==> config.mk <==
export PLATFORM = sky130hd
export DESIGN_NAME = alu_control_pipe
export DESIGN_NICKNAME = d
export VERILOG_FILES = /design/src/rtl/alu_ctrl_pkg.sv /design/src/rtl/alu_ctrl_decode.sv /design/src/rtl/alu_control_pipe.sv
export SDC_FILE = /design/constraint.sdc
export NUM_CORES = 1
export LEC_CHECK = 0
export ABC_AREA = 1
export BUFFER_PORTS_ARGS = -buffer_cell sky130_fd_sc_hd__clkbuf_2
export CAP_MARGIN = 20
export CELL_PAD_IN_SITES_DETAIL_PLACEMENT = 1
export CELL_PAD_IN_SITES_GLOBAL_PLACEMENT = 2
export CORE_MARGIN = 3
export CORE_UTILIZATION = 28
export CTS_CLUSTER_DIAMETER = 80
export DETAILED_ROUTE_END_ITERATION = 16
export PLACE_DENSITY_LB_ADDON = 0.1
export SLEW_MARGIN = 30
export SYNTH_ARGS = -nofsm -noshare
export SYNTH_HDL_FRONTEND = slang
export SYNTH_HIERARCHICAL = 1
export SYNTH_SLANG_ARGS = --single-unit
==> constraint.sdc <==
create_clock -name clk -period 1.5 [get_ports clk]
set_clock_uncertainty 0.05 [all_clocks]
set_input_delay 0.225 -clock clk [delete_from_list [all_inputs] [get_ports clk]]
set_output_delay 0.225 -clock clk [all_outputs]
set_load 0.01 [all_outputs]
==> src/rtl/alu_ctrl_pkg.sv <==
// Shared constants for the pipelined RV32 ALU control decoder.
// ALU operation codes are kept 5 bits wide internally and sized to CTRL_W at the port.
package alu_ctrl_pkg;

  localparam int CODE_W = 5;

  localparam logic [CODE_W-1:0] ALU_AND  = 5'b00000;
  localparam logic [CODE_W-1:0] ALU_OR   = 5'b00001;
  localparam logic [CODE_W-1:0] ALU_ADD  = 5'b00010;
  localparam logic [CODE_W-1:0] ALU_SLL  = 5'b00011;
  localparam logic [CODE_W-1:0] ALU_SLT  = 5'b00100;
  localparam logic [CODE_W-1:0] ALU_SLTU = 5'b00101;
  localparam logic [CODE_W-1:0] ALU_SUB  = 5'b00110;
  localparam logic [CODE_W-1:0] ALU_XOR  = 5'b00111;
  localparam logic [CODE_W-1:0] ALU_SRL  = 5'b01000;
  localparam logic [CODE_W-1:0] ALU_SRA  = 5'b01001;
  // MUL..REMU occupy 10000..10111 in func3 order.
  localparam logic [1:0] ALU_M_PREFIX = 2'b10;

  typedef enum logic [1:0] {
    OP_LDST = 2'b00,
    OP_BR   = 2'b01,
    OP_R    = 2'b10,
    OP_I    = 2'b11
  } alu_op_e;

  localparam logic [6:0] F7_BASE   = 7'b0000000;
  localparam logic [6:0] F7_ALT    = 7'b0100000;
  localparam logic [6:0] F7_MULDIV = 7'b0000001;

  function automatic logic [CODE_W-1:0] base_code(input logic [2:0] f3);
    logic [CODE_W-1:0] c;
    c = ALU_ADD;
    case (f3)
      3'b000:  c = ALU_ADD;
      3'b001:  c = ALU_SLL;
      3'b010:  c = ALU_SLT;
      3'b011:  c = ALU_SLTU;
      3'b100:  c = ALU_XOR;
      3'b101:  c = ALU_SRL;
      3'b110:  c = ALU_OR;
      default: c = ALU_AND;
    endcase
    return c;
  endfunction

endpackage

==> src/rtl/alu_ctrl_decode.sv <==
// Combinational decode of {ALU_Op, func7, func3} into an ALU operation code.
// Unsupported encodings report illegal and fall back to the ADD code.
module alu_ctrl_decode
  import alu_ctrl_pkg::*;
#(
  parameter int ENABLE_M = 0,
  parameter int CTRL_W   = 4
) (
  input  logic [1:0]        alu_op,
  input  logic [6:0]        func7,
  input  logic [2:0]        func3,
  output logic [CTRL_W-1:0] code,
  output logic              illegal
);

  if (CTRL_W < 4) begin : g_bad_width
    $error("alu_ctrl_decode: CTRL_W must be at least 4");
  end
  if (ENABLE_M != 0 && CTRL_W < 5) begin : g_bad_m_width
    $error("alu_ctrl_decode: CTRL_W must be at least 5 when ENABLE_M=1");
  end

  logic [CODE_W-1:0] raw_code;
  logic              raw_illegal;

  always_comb begin
    raw_code    = ALU_ADD;
    raw_illegal = 1'b0;
    case (alu_op_e'(alu_op))
      OP_LDST: raw_code = ALU_ADD;
      OP_BR: begin
        case (func3)
          3'b000, 3'b001: raw_code = ALU_SUB;
          3'b100, 3'b101: raw_code = ALU_SLT;
          3'b110, 3'b111: raw_code = ALU_SLTU;
          default:        raw_illegal = 1'b1;
        endcase
      end
      OP_R: begin
        if (func7 == F7_BASE) begin
          raw_code = base_code(func3);
        end else if (func7 == F7_ALT && func3 == 3'b000) begin
          raw_code = ALU_SUB;
        end else if (func7 == F7_ALT && func3 == 3'b101) begin
          raw_code = ALU_SRA;
        end else if (func7 == F7_MULDIV && ENABLE_M != 0) begin
          raw_code = {ALU_M_PREFIX, func3};
        end else begin
          raw_illegal = 1'b1;
        end
      end
      default: begin
        // I-type: func7 only qualifies the shift immediates.
        case (func3)
          3'b000: raw_code = ALU_ADD;
          3'b001: begin
            if (func7 == F7_BASE) raw_code = ALU_SLL;
            else                  raw_illegal = 1'b1;
          end
          3'b101: begin
            if (func7 == F7_BASE)     raw_code = ALU_SRL;
            else if (func7 == F7_ALT) raw_code = ALU_SRA;
            else                      raw_illegal = 1'b1;
          end
          default: raw_code = base_code(func3);
        endcase
      end
    endcase
    if (raw_illegal) raw_code = ALU_ADD;
  end

  assign code    = CTRL_W'(raw_code);
  assign illegal = raw_illegal;

endmodule

==> src/rtl/alu_control_pipe.sv <==
// ALU control decoder registered behind a valid/ready handshake with a skid entry.
// in_ready depends only on registered state, so out_ready never reaches it combinationally.
module alu_control_pipe
  import alu_ctrl_pkg::*;
#(
  parameter int ENABLE_M = 0,
  parameter int CTRL_W   = 4,
  parameter int TAG_W    = 8
) (
  input  logic              clk,
  input  logic              rst_n,
  input  logic              flush,
  input  logic              in_valid,
  output logic              in_ready,
  input  logic [1:0]        ALU_Op,
  input  logic [6:0]        func7,
  input  logic [2:0]        func3,
  input  logic [TAG_W-1:0]  in_tag,
  output logic              out_valid,
  input  logic              out_ready,
  output logic [CTRL_W-1:0] ALU_control_out,
  output logic              out_illegal,
  output logic [TAG_W-1:0]  out_tag
);

  if (TAG_W < 1) begin : g_bad_tag
    $error("alu_control_pipe: TAG_W must be at least 1");
  end

  logic [CTRL_W-1:0] dec_code;
  logic              dec_illegal;

  alu_ctrl_decode #(
    .ENABLE_M (ENABLE_M),
    .CTRL_W   (CTRL_W)
  ) u_decode (
    .alu_op  (ALU_Op),
    .func7   (func7),
    .func3   (func3),
    .code    (dec_code),
    .illegal (dec_illegal)
  );

  logic              main_valid_q, main_valid_d;
  logic [CTRL_W-1:0] main_code_q,  main_code_d;
  logic              main_ill_q,   main_ill_d;
  logic [TAG_W-1:0]  main_tag_q,   main_tag_d;
  logic              skid_valid_q, skid_valid_d;
  logic [CTRL_W-1:0] skid_code_q,  skid_code_d;
  logic              skid_ill_q,   skid_ill_d;
  logic [TAG_W-1:0]  skid_tag_q,   skid_tag_d;

  logic accept;
  logic drain;

  assign in_ready = rst_n && !skid_valid_q;
  assign accept   = in_valid && in_ready;
  assign drain    = main_valid_q && out_ready;

  always_comb begin
    main_valid_d = main_valid_q;
    main_code_d  = main_code_q;
    main_ill_d   = main_ill_q;
    main_tag_d   = main_tag_q;
    skid_valid_d = skid_valid_q;
    skid_code_d  = skid_code_q;
    skid_ill_d   = skid_ill_q;
    skid_tag_d   = skid_tag_q;
    if (flush) begin
      main_valid_d = 1'b0;
      skid_valid_d = 1'b0;
    end else if (skid_valid_q) begin
      // in_ready is low here, so only the skid-to-main move can happen.
      if (drain) begin
        main_valid_d = 1'b1;
        main_code_d  = skid_code_q;
        main_ill_d   = skid_ill_q;
        main_tag_d   = skid_tag_q;
        skid_valid_d = 1'b0;
      end
    end else if (accept) begin
      if (!main_valid_q || drain) begin
        main_valid_d = 1'b1;
        main_code_d  = dec_code;
        main_ill_d   = dec_illegal;
        main_tag_d   = in_tag;
      end else begin
        skid_valid_d = 1'b1;
        skid_code_d  = dec_code;
        skid_ill_d   = dec_illegal;
        skid_tag_d   = in_tag;
      end
    end else if (drain) begin
      main_valid_d = 1'b0;
    end
  end

  always_ff @(posedge clk) begin
    if (!rst_n) begin
      main_valid_q <= 1'b0;
      main_code_q  <= '0;
      main_ill_q   <= 1'b0;
      main_tag_q   <= '0;
      skid_valid_q <= 1'b0;
      skid_code_q  <= '0;
      skid_ill_q   <= 1'b0;
      skid_tag_q   <= '0;
    end else begin
      main_valid_q <= main_valid_d;
      main_code_q  <= main_code_d;
      main_ill_q   <= main_ill_d;
      main_tag_q   <= main_tag_d;
      skid_valid_q <= skid_valid_d;
      skid_code_q  <= skid_code_d;
      skid_ill_q   <= skid_ill_d;
      skid_tag_q   <= skid_tag_d;
    end
  end

  assign out_valid       = main_valid_q;
  assign ALU_control_out = main_code_q;
  assign out_illegal     = main_ill_q;
  assign out_tag         = main_tag_q;

endmodule

Word-level counts from Yosys, hierarchy flattened
Index checks and enable logic that the tools add are counted.
- register bits: 28
- bits of input ports: 25
- output and inout bits: 15
- eq/ne operators: 12
- mux-type cells: 42
- bitwise logic cells: 4
- reductions and logical operators: 22
- operator list (operator ; count):
    4-bit 2-to-1 mux ; 10
    8-bit 2-to-1 mux ; 4
    4-bit case mux with 7 select lines ; 1
    4-bit case mux with 3 select lines ; 2
    1-bit 2-to-1 mux ; 21
    3-bit == test, second input constant ; 4
    3-bit case mux with 4 select lines ; 1
    3-bit case mux with 3 select lines ; 1
    4-bit AND reduction ; 2
    2-bit OR reduction ; 4
    7-bit by 6-bit == test with 1-bit output, second input constant ; 1
    7-bit logical NOT ; 1
    3-bit by 2-bit == test with 1-bit output, second input constant ; 2
    2-bit nonzero test ; 3
    6-bit OR reduction ; 1
    1-bit logical AND ; 5
    1-bit NOT ; 4
    3-bit by 1-bit == test with 1-bit output, second input constant ; 1
    3-bit logical NOT ; 1
    3-bit by 2-bit != test with 1-bit output, second input constant ; 1
    1-bit case mux with 3 select lines ; 1
    3-bit AND reduction ; 1
    2-bit by 1-bit == test with 1-bit output, second input constant ; 1
    2-bit == test, second input constant ; 1
    5 further kinds ; 6

Logic depth before layout (Yosys ltp)
Gate-level depths: netlist (run 1).
- word-level depth: 10
- depth in mapped cells: 13
- gate-level depth less buffers: 13

Hierarchy
Netlist (run 1), hierarchy kept.
- by module, submodules not included (module ; times used ; cells each ; area an instance (sq um) ; sequential area each (sq um)):
    alu_control_pipe ; 1 ; 181 ; 1317.5 ; 560.5
    alu_ctrl_decode ; 1 ; 69 ; 311.5 ; 0.0

Worst setup path before layout (run 1)
Ideal clock, no wire load.
- path type: input -> register
- start point: in func7[3]
- end point: reg main_ill_q (netlist: out_illegal)
- setup time: 113 ps
- arrival: 1228 ps
- data required time: 1337 ps
- setup slack: 109 ps
- stages: 11
- buffers on the path: 0
- path through: nor2_1 -> nand2_1 -> nor2_1 -> inv_2 -> nand2_1 -> nand3_1 -> and2_1 -> a21boi_0 -> nand3_1 -> nand2_1 -> nor2_1
- cells in the longest elaborated chain, start to end: 9
- elaborated cells between the ends (all ways): 15
- RTL lines (element ; RTL line ; text):
    start, declared ; alu_control_pipe.sv:16 ; input logic [6:0] func7,
    7-bit by 6-bit == test with 1-bit output ; alu_ctrl_decode.sv:42, alu_ctrl_decode.sv:44, alu_ctrl_decode.sv:62 ;
    1-bit logical AND ; alu_ctrl_decode.sv:44 ; end else if (func7 == F7_ALT && func3 == 3'b101) begin
    1-bit 2-to-1 mux ; alu_ctrl_decode.sv:44 ;
    1-bit 2-to-1 mux ; alu_ctrl_decode.sv:42 ; end else if (func7 == F7_ALT && func3 == 3'b000) begin
    1-bit 2-to-1 mux ; alu_ctrl_decode.sv:40 ; if (func7 == F7_BASE) begin
    1-bit case mux with 3 select lines * ; alu_ctrl_decode.sv:29 ; case (alu_op_e'(alu_op))
    net dec_illegal ; alu_control_pipe.sv:31 ; logic dec_illegal;
    1-bit 2-to-1 mux * ; alu_control_pipe.sv:82 ; if (!main_valid_q || drain) begin
    1-bit 2-to-1 mux * ; alu_control_pipe.sv:81 ; end else if (accept) begin
    1-bit 2-to-1 mux * ; alu_control_pipe.sv:72 ; end else if (skid_valid_q) begin
    end signal, assigned ; alu_control_pipe.sv:111 ; main_ill_q <= main_ill_d;
    end, declared ; alu_control_pipe.sv:46 ; logic main_ill_q, main_ill_d;
The timed path passes the listed nets; every way through them passes the cells marked *. The select of a mux whose other input is x is not followed.
A chain may end at the register's enable or synchronous reset.

Worst setup path in the final report (run 1)
- start point: reg skid_valid_q
- end point: out in_ready
- cells in the longest elaborated chain, start to end: 2
- RTL lines (element ; RTL line ; text):
    start, declared ; alu_control_pipe.sv:48 ; logic skid_valid_q, skid_valid_d;
    start signal, assigned ; alu_control_pipe.sv:113 ; skid_valid_q <= skid_valid_d;
    1-bit logical NOT ; alu_control_pipe.sv:56 ; assign in_ready = rst_n && !skid_valid_q;
    1-bit logical AND ; alu_control_pipe.sv:56 ;
    end, declared ; alu_control_pipe.sv:14 ; output logic in_ready,
No other way between the ends.

==> results of run 1 <==
cell usage after synthesis, drive strengths merged:
cell type	instances
buf	9
o211ai	2
a21boi	14
and2	1
o31ai	1
nand2	73
nor3	1
nor2	42
inv	17
dfxtp	28
a211oi	1
clkbuf	3
nand3	36
a21oi	18
o21ai	3
nand4	1
registers in the layout, summed over array words and instances (netlist names):
register	count
out_illegal	1
out_tag	8
out_valid	1
ALU_control_out	4
skid_ill_q	1
skid_tag_q	8
skid_code_q	4
skid_valid_q	1
metrics by stage:
step | hold WS (ns) | total power [W]
finish | 0.0835 | 0.00166
floorplan | 0.248 | 0.000945
detailed placement | 0.390 | 0.00108
global route | 0.0687 | 0.00177
CTS | 0.0724 | 0.00170
global placement | 0.390 | 0.00108
layout make-up:
class / count / area share [%]
timing repair buffer: 58 / 16.9
multi-input combinational: 193 / 44.8
clock buffer: 3 / 2.00
tap: 72 / 4.36
inverter: 17 / 3.33
sequential: 28 / 27.1
clock inverter: 1 / 1.45
per-layer routing:
| metal | wire length [µm] | part of all wire, % | vias to the layer above |
|---|---|---|---|
| li1 | - | - | 907 |
| met1 | 2230 | 46 | 785 |
| met2 | 2380 | 49 | 36 |
| met3 | 196 | 4.0 | 5 |
| met4 | 51 | 1.1 | 0 |
| met5 | 0 | 0 | - |
kinds of logic after synthesis:
family                 synth area share, %
buffers and inverters                 9.14
AOI/OAI and AO/OA                     14.7
DFF                                   34.4
and+or+nand+nor                       41.7
worst register-to-register path: stages, from the launching register on:
cell	delay (ns)
dfxtp_1	0.38
buf_4	0.19
nand2_1	0.09
nand2_1	0.09
nor2_4	0.32
nor2_1	0.08
nor2_1	0.10
report_power, final:
part | switching (W) | internal [W] | leakage [nW] | total (W)
combinational | 0.000164 | 0.000116 | 0.669 | 0.000281
clock | 0.000246 | 0.000358 | 0.0357 | 0.000604
sequential | 0.0000104 | 0.000764 | 0.227 | 0.000774
total | 0.000421 | 0.00124 | 0.932 | 0.00166
worst min-delay path by stage:
stage / from / endpoint / slack [ns] / cells after the start
after floorplan: flush / out_valid$_SDFFE_PP0P_ / 0.25 / 1
after global placement: flush / skid_valid_q$_SDFF_PP0_ / 0.39 / 2
after detailed placement: flush / out_valid$_SDFFE_PP0P_ / 0.39 / 2
after CTS: flush / skid_valid_q$_SDFF_PP0_ / 0.07 / 2
after global routing: flush / skid_valid_q$_SDFF_PP0_ / 0.07 / 2
final: flush / skid_valid_q$_SDFF_PP0_ / 0.08 / 2
repair_timing:
item,4_1_cts,5_1_grt
endpoints found under the hold margin,0,0
resized for setup,0,3
endpoints found under the setup margin,0,5
==> metrics.cfg, run 1 <==
[finish]
fill_cells = 731
antennaDiodeCount = 0
layout-drive-gt1-share_pct = 27.3
seq_area_um2 = 561
final_cells = 372
syn_to_final_growth_pct = 26.9
multi_input_area_um2 = 926
final_net_count = 326
fin_area_mm2 = 0.00207
layout_commonest_cell = nand2_1
fin_util_pct = 37.1
final_cell_mix = 68 x nand2_1, 39 x clkbuf_2, 35 x nor2_1, 35 x nand3_1, 28 x dfxtp_1

[worst_setup_path]
worst_ep_arrival_time_ns = 1.13
r2r.worst_path.cells = 6
crit_type = flop to output pin
cp-endpoint = in_ready
crit_path_top_delay_cell = dfxtp_1
crit_path_start_kind = flop
slowest_delay_ns = 0.44
cp-end-kind = output pin
cp_cell_sequence = buf_4 -> nor2_1 -> clkbuf_2
path_depth = 3
cp-startpoint = skid_valid_q$_SDFF_PP0_
crit_family = flip-flops
reg2reg_to = ALU_control_out[0]$_SDFFE_PN0P_
reg2reg_slack_ns = 0.15
reg2reg_from = skid_valid_q$_SDFF_PP0_
required_ns = 1.22
critPathBufInv = 2
path_max_fanout = 10

[clock_network]
clock_sinks = 28
clock_latency_ns = 0.28
clock_path_buffers = 2
postCtsSetupBuffers = 0
cts_tree = done
h-tree-depth = 1
cts_buffers = 3
cts.clk_slew.worst_paths_ns = 0.11
ctsRootBufferMaster = clkbuf_8
cts_hold_buffers = 0

[drt]
drc = 0
drt_iter0_drc = 47
viasPerCell = 4.66
first_pass_iters = 4
wl_per_cell_um = 13.0
wl_um = 4850
postRouteAntennaNets = 0
num_vias = 1733

[status]
status = completed

[sta]
finalCritPeriodShare_pct = 93.6
finalSetupViolations = 0
finalCriticalPeriod_ns = 1.40
hold_viol_final = 0
rsz0062_at_grt = no
setup_ws_ns = 0.0960
worst_pin_slew_ns = 0.385
slew_violations = 0
max_slew_margin_pct = 74.3
setup_tns_ns = 0
fmax_ghz = 0.712

[logic_synthesis]
synth_cell_type_count = 26
ys_warn_count = 6
ys_seq_area_share_pct = 34.4
synthCells = 250
synth.avg_cell_area_um2 = 6.52
yosys.area.top_type = dfxtp_1
synthTopCellsByArea = dfxtp_1 34%, nand2_1 16%, nand3_1 11%
synth_top_area_share_pct = 34.4
ys_ff_latch = 28
synth_area_mm2 = 0.00163
synth_fp_nets = 275

[global_route]
overflow = 0
grt_pass1_wl_um = 8220
met2_usage_pct = 28.8
grt_util_all_layers_pct = 15.8
met1_usage_pct = 19.5
grt_pass1_vias = 1754
antenna_found_initial = 0
grt_max_degree = 17
grt-busiest-layer = met2
met3_usage_pct = 1.84

[floorplan]
pin_count = 40
num_rows = 27
die_y_um = 82.3
die-area_mm2 = 0.00677
coreArea_mm2 = 0.00557
initial_core_util_pct = 29.2
die_x_um = 82.3

[hold_path]
hold_path.class = input port to flop

[place]
placedCellCount = 368
place_ws_ns = -0.218
placed_area_mm2 = 0.00199
place_congestion = 0.754
port_buffers = 39
hpwl_um = 3700

[power]
ir_drop_uv = 310
power.density_mw_per_mm2 = 802
p_leak_nw = 0.932

[flow_run]
drv_cap = 0

Power figures use the tool's default switching activity.
==> inputs of run 2 (changes only) <==
--- a/config.mk
+++ b/config.mk
@@ -7,10 +7,9 @@
 export LEC_CHECK = 0
 export ABC_AREA = 1
 export BUFFER_PORTS_ARGS = -buffer_cell sky130_fd_sc_hd__clkbuf_2
-export CAP_MARGIN = 20
+export CAP_MARGIN = 10
 export CELL_PAD_IN_SITES_DETAIL_PLACEMENT = 1
 export CELL_PAD_IN_SITES_GLOBAL_PLACEMENT = 2
-export CORE_MARGIN = 3
 export CORE_UTILIZATION = 28
 export CTS_CLUSTER_DIAMETER = 80
 export DETAILED_ROUTE_END_ITERATION = 16
==> metrics.cfg, run 2 (synthesis gave the netlist of run 1 again) <==
[hold_path]
hold_path_depth = 2  ; unchanged
hold_path.class = input port to flop
hold_end = skid_valid_q$_SDFF_PP0_
worstHoldStart = flush

[sta]
finalCriticalPeriod_ns = 1.37  ; -0.0361 ns
max_slew_margin_pct = 80.7  ; +6.4 points
finalSetupViolations = 0  ; unchanged
setup_tns_ns = 0  ; unchanged
fmax_ghz = 0.731  ; +2.6%
slew_violations = 0  ; unchanged
whs_ns = 0.0761  ; -0.00739 ns
setup_ws_ns = 0.132  ; +0.0361 ns
rsz0062_at_grt = no
hold_viol_final = 0  ; unchanged
finalCritPeriodShare_pct = 91.2  ; -2.4 points
worst_pin_slew_ns = 0.288  ; -0.0963 ns

[power]
power.density_mw_per_mm2 = 735  ; -8.5%
pwr-share-clk_pct = 31.0  ; -5.4 points
comb_power_share_pct = 18.8  ; +1.9 points
switching_power_w = 0.000420  ; -0.18%
ir_drop_uv = 373  ; +20%
p_int_w = 0.00112  ; -9.3%
p_leak_nw = 0.946  ; +1.4%
seq_power_share_pct = 50.2  ; +3.5 points
swShare_pct = 27.3  ; +1.9 points

[worst_setup_path]
crit_type = flop to output pin
crit_path_start_kind = flop
reg2reg_slack_ns = 0.17  ; +0.02 ns
cp-end-kind = output pin
path_max_fanout = 8  ; -2
slowest_delay_ns = 0.44  ; about the same
required_ns = 1.22  ; about the same
worst_ep_arrival_time_ns = 1.09  ; -0.04 ns
reg2reg_to = ALU_control_out[0]$_SDFFE_PN0P_
r2r.worst_path.cells = 8  ; +2
critPathBufInv = 2  ; unchanged
reg2reg_from = skid_valid_q$_SDFF_PP0_
crit_path_top_delay_cell = dfxtp_2
crit_family = flip-flops
cp_cell_sequence = buf_4 -> nor2_1 -> clkbuf_2

[floorplan]
die_y_um = 78.3  ; -4.9%
pin_count = 40  ; unchanged
coreArea_mm2 = 0.00554  ; -0.61%
initial_core_util_pct = 29.4  ; +0.18 points
die-area_mm2 = 0.00613  ; -9.5%
die_x_um = 78.3  ; -4.9%
num_rows = 27  ; unchanged

[global_route]
grt-busiest-layer = met2
grt_pass1_wl_um = 7800  ; -5.1%
grt_util_all_layers_pct = 16.1  ; +0.26 points
grt_max_degree = 16  ; -1
met1_usage_pct = 19.8  ; +0.26 points
grt_pass1_vias = 1659  ; -5.4%
overflow = 0  ; unchanged
met2_usage_pct = 29.6  ; +0.88 points
antenna_found_initial = 0  ; unchanged
met3_usage_pct = 1.98  ; +0.13 points

[drt]
drc = 0  ; unchanged
drt_iter0_drc = 43  ; -8.5%
wl_um = 4690  ; -3.4%
viasPerCell = 4.56  ; -2.2%
wl_per_cell_um = 12.5  ; -4.2%
postRouteAntennaNets = 0  ; unchanged
num_vias = 1709  ; -1.4%
first_pass_iters = 4  ; unchanged

[clock_network]
cts_buffers = 3  ; unchanged
clock_path_buffers = 2  ; unchanged
clock_sinks = 28  ; unchanged
ctsRootBufferMaster = clkbuf_8
cts_hold_buffers = 0  ; unchanged
cts_tree = done
h-tree-depth = 1  ; unchanged
clock_latency_ns = 0.28  ; about the same
cts.clk_slew.worst_paths_ns = 0.11  ; about the same

[finish]
syn_to_final_growth_pct = 28.9
layout-drive-gt1-share_pct = 28.7  ; +1.4 points
antennaDiodeCount = 0  ; unchanged
final_net_count = 329  ; +0.92%
fin_util_pct = 37.9  ; +0.81 points
final_cells = 375  ; +0.81%
layout_commonest_cell = nand2_1
final_cell_mix = 67 x nand2_1, 39 x clkbuf_2, 35 x nor2_1, 35 x nand3_1, 27 x dfxtp_1

[status]
status = completed

[place]
place_ws_ns = -0.173  ; +0.0453 ns
place_congestion = 0.812  ; +7.6%
port_buffers = 39  ; unchanged
hpwl_um = 3690  ; -0.28%
placedCellCount = 371  ; +0.82%

[flow_run]
drv_cap = 0  ; unchanged

[run 2: stage by stage]
stage               total power (W)  instance area [µm²]
finish                      0.00154                 2100
global route                0.00163                 2100
CTS                         0.00157                 2080
detailed placement          0.00108                 2020
global placement            0.00108                 2020
floorplan                  0.000945                 1630
[run 2: layer usage]
metal	up-vias	wire length (µm)
li1	914	-
met1	766	2190
met2	27	2350
met3	2	119
met4	0	29
met5	-	0
[run 2: final cells by class]
class,count,area [µm²]
Clock buffer,4,55.1
Fill cell,760,3440
Inverter,17,68.8
Multi-Input combinational cell,193,938
Sequential cell,28,562
Tap cell,72,90.1
Timing Repair Buffer,61,385
[run 2: worst max-delay path by stage]
stage / start / to / depth (start not counted)
CTS: skid_valid_q$_SDFF_PP0_ / in_ready / 3
global placement: func7[1] / out_illegal$_SDFFE_PN0P_ / 12
finish: skid_valid_q$_SDFF_PP0_ / in_ready / 3
global route: func7[4] / out_illegal$_SDFFE_PN0P_ / 12
floorplan: func7[3] / out_illegal$_SDFFE_PN0P_ / 11
detailed placement: func7[3] / out_illegal$_SDFFE_PN0P_ / 12
[run 2: power groups by stage]
stage,clock network [W],registers [W],logic [W]
finish,0.000478,0.000774,0.000290
floorplan,0,0.000800,0.000144
global placement,0,0.000791,0.000291
detailed placement,0,0.000792,0.000291
CTS,0.000505,0.000775,0.000292
global route,0.000524,0.000777,0.000328
[run 2: what timing repair did]
item	in CTS	in global routing
endpoints found under the setup margin	1	3
resized for setup	1	6
setup buffers	0	0
==> inputs of run 3 (changes only) <==
--- a/config.mk
+++ b/config.mk
@@ -6,13 +6,13 @@
 export NUM_CORES = 1
 export LEC_CHECK = 0
 export ABC_AREA = 1
-export BUFFER_PORTS_ARGS = -buffer_cell sky130_fd_sc_hd__clkbuf_2
 export CAP_MARGIN = 10
 export CELL_PAD_IN_SITES_DETAIL_PLACEMENT = 1
 export CELL_PAD_IN_SITES_GLOBAL_PLACEMENT = 2
-export CORE_UTILIZATION = 28
+export CORE_UTILIZATION = 33
 export CTS_CLUSTER_DIAMETER = 80
 export DETAILED_ROUTE_END_ITERATION = 16
+export DONT_BUFFER_PORTS = 1
 export PLACE_DENSITY_LB_ADDON = 0.1
 export SLEW_MARGIN = 30
 export SYNTH_ARGS = -nofsm -noshare
==> metrics.cfg, run 3 (synthesis gave the netlist of run 1 again) <==
[sta]
finalCritPeriodShare_pct = 90.6  ; -0.61 points
slew_violations = 0  ; unchanged
finalCriticalPeriod_ns = 1.36  ; -0.00917 ns
hold_viol_final = 0  ; unchanged
worst_pin_slew_ns = 0.379  ; +0.0910 ns
rsz0062_at_grt = no
finalSetupViolations = 0  ; unchanged
fmax_ghz = 0.736  ; +0.67%
max_slew_margin_pct = 74.7  ; -6.1 points
setup_tns_ns = 0  ; unchanged
whs_ns = 0.00645  ; -0.0697 ns

[global_route]
grt_pass1_wl_um = 7480  ; -4.1%
antenna_found_initial = 0  ; unchanged
grt_util_all_layers_pct = 18.5  ; +2.5 points
grt_max_degree = 16  ; unchanged
overflow = 0  ; unchanged
grt_pass1_vias = 1568  ; -5.5%

[worst_setup_path]
crit_type = flop to output pin
required_ns = 1.22  ; about the same
worst_ep_arrival_time_ns = 1.08  ; about the same
reg2reg_from = skid_valid_q$_SDFF_PP0_
cp-end-kind = output pin
reg2reg_to = out_tag[7]$_SDFFE_PN0P_
crit_path_start_kind = flop
r2r.worst_path.cells = 7  ; -1
reg2reg_slack_ns = 0.17  ; about the same
path_max_fanout = 10  ; +2

[clock_network]
postCtsSetupBuffers = 0  ; unchanged
cts_tree = done
clock_latency_ns = 0.28  ; about the same
cts_buffers = 3  ; unchanged
ctsRootBufferMaster = clkbuf_8
h-tree-depth = 1  ; unchanged
cts.clk_slew.worst_paths_ns = 0.10  ; about the same
clock_sinks = 28  ; unchanged
clock_path_buffers = 2  ; unchanged

[floorplan]
initial_core_util_pct = 34.5  ; +5.1 points
die_y_um = 72.3  ; -7.7%
num_rows = 25  ; -7.4%
die_x_um = 72.3  ; -7.7%
coreArea_mm2 = 0.00472  ; -15%
die-area_mm2 = 0.00522  ; -15%
pin_count = 40  ; unchanged

[place]
place_congestion = 0.786  ; -3.2%
port_buffers = 0  ; -100%
hpwl_um = 3150  ; -15%

[drt]
drt_iter0_drc = 54  ; +26%
first_pass_iters = 4  ; unchanged
wl_per_cell_um = 13.9  ; +11%
drc = 0  ; unchanged
num_vias = 1551  ; -9.2%
viasPerCell = 4.80  ; +5.4%
postRouteAntennaNets = 0  ; unchanged
wl_um = 4500  ; -4.0%

[hold_path]
hold_path.class = input port to flop
hold_path_depth = 2  ; unchanged
worstHoldStart = rst_n
hold_end = out_tag[2]$_SDFFE_PN0P_

[finish]
syn_to_final_growth_pct = 11.7
antennaDiodeCount = 0  ; unchanged
layout_commonest_cell = nand2_1
layout-drive-gt1-share_pct = 13.3  ; -15 points
fin_util_pct = 38.5  ; +0.62 points
final_net_count = 282  ; -14%
final_cell_mix = 68 x nand2_1, 35 x nor2_1, 35 x nand3_1, 27 x dfxtp_1, 18 x a21oi_1
fill_cells = 643  ; -15%

[power]
ir_drop_uv = 333  ; -11%
power.density_mw_per_mm2 = 800  ; +8.9%
p_leak_nw = 0.732  ; -23%

[flow_run]
drv_cap = 0  ; unchanged

[status]
status = completed

[run 3: changes by cell type in the layout (fill, tap and decap cells not counted), sizes merged]
cell	delta
clkbuf	-39
buf	-12
dlygate4sd3	+4
[run 3: final cells by class]
type	count	area (µm²)	area share, %
inverter	17	68.8	3.78
tap	67	83.8	4.61
multi-input combinational	193	922	50.7
timing repair buffer	14	128	7.02
clock buffer	4	55.1	3.03
sequential	28	562	30.9
[run 3: worst max-delay path by stage]
stage                     slack, ns                     from                        to  depth (start not counted)
final                          0.14  skid_valid_q$_SDFF_PP0_                  in_ready                          2
after floorplan                0.11                 func7[3]  out_illegal$_SDFFE_PN0P_                         11
after global routing           0.04  skid_valid_q$_SDFF_PP0_   out_tag[7]$_SDFFE_PN0P_                          7
after CTS                     0.002  skid_valid_q$_SDFF_PP0_                  in_ready                          2
after detailed placement      -0.07                 func7[1]  out_illegal$_SDFFE_PN0P_                         11
after global placement        -0.09                 func7[1]  out_illegal$_SDFFE_PN0P_                         11
[run 3: routing by layer]
layer	GRT usage [%]	vias to the layer above	wire length, µm
li1	-	817	-
met1	23.2	692	2070
met2	31.2	35	2150
met3	3.89	7	207
met4	6.97	0	75
met5	0	-	0
[run 3: repair_timing]
item	4_1_cts	5_1_grt
gates resized for setup	0	2
hold buffers	3	1
setup endpoints to repair	0	14
endpoints found under the hold margin	7	2
[run 3: through the flow]
| step | std cells | power (W) | setup WS, ns | cell area [µm²] |
|---|---|---|---|---|
| after floorplan | 250 | 0.000945 | 0.109 | 1630 |
| after global placement | 315 | 0.000982 | -0.0939 | 1720 |
| after detailed placement | 315 | 0.000983 | -0.0722 | 1720 |
| after CTS | 322 | 0.00148 | 0.00213 | 1810 |
| after global routing | 323 | 0.00154 | 0.0436 | 1820 |
| final | 323 | 0.00145 | 0.141 | 1820 |
[run 3: power by group]
| part | switching [W] | internal [W] | total [W] | leakage [nW] |
|---|---|---|---|---|
| clock | 0.000244 | 0.000235 | 0.000479 | 0.0288 |
| sequential | 0.0000222 | 0.000764 | 0.000786 | 0.228 |
| combinational | 0.000116 | 0.0000733 | 0.000190 | 0.476 |
| total | 0.000382 | 0.00107 | 0.00145 | 0.732 |
[run 3: critical path: stages (launching register included)]
cell and delay (ns):
dfxtp_2 0.40, buf_4 0.20, nor2_1 0.20
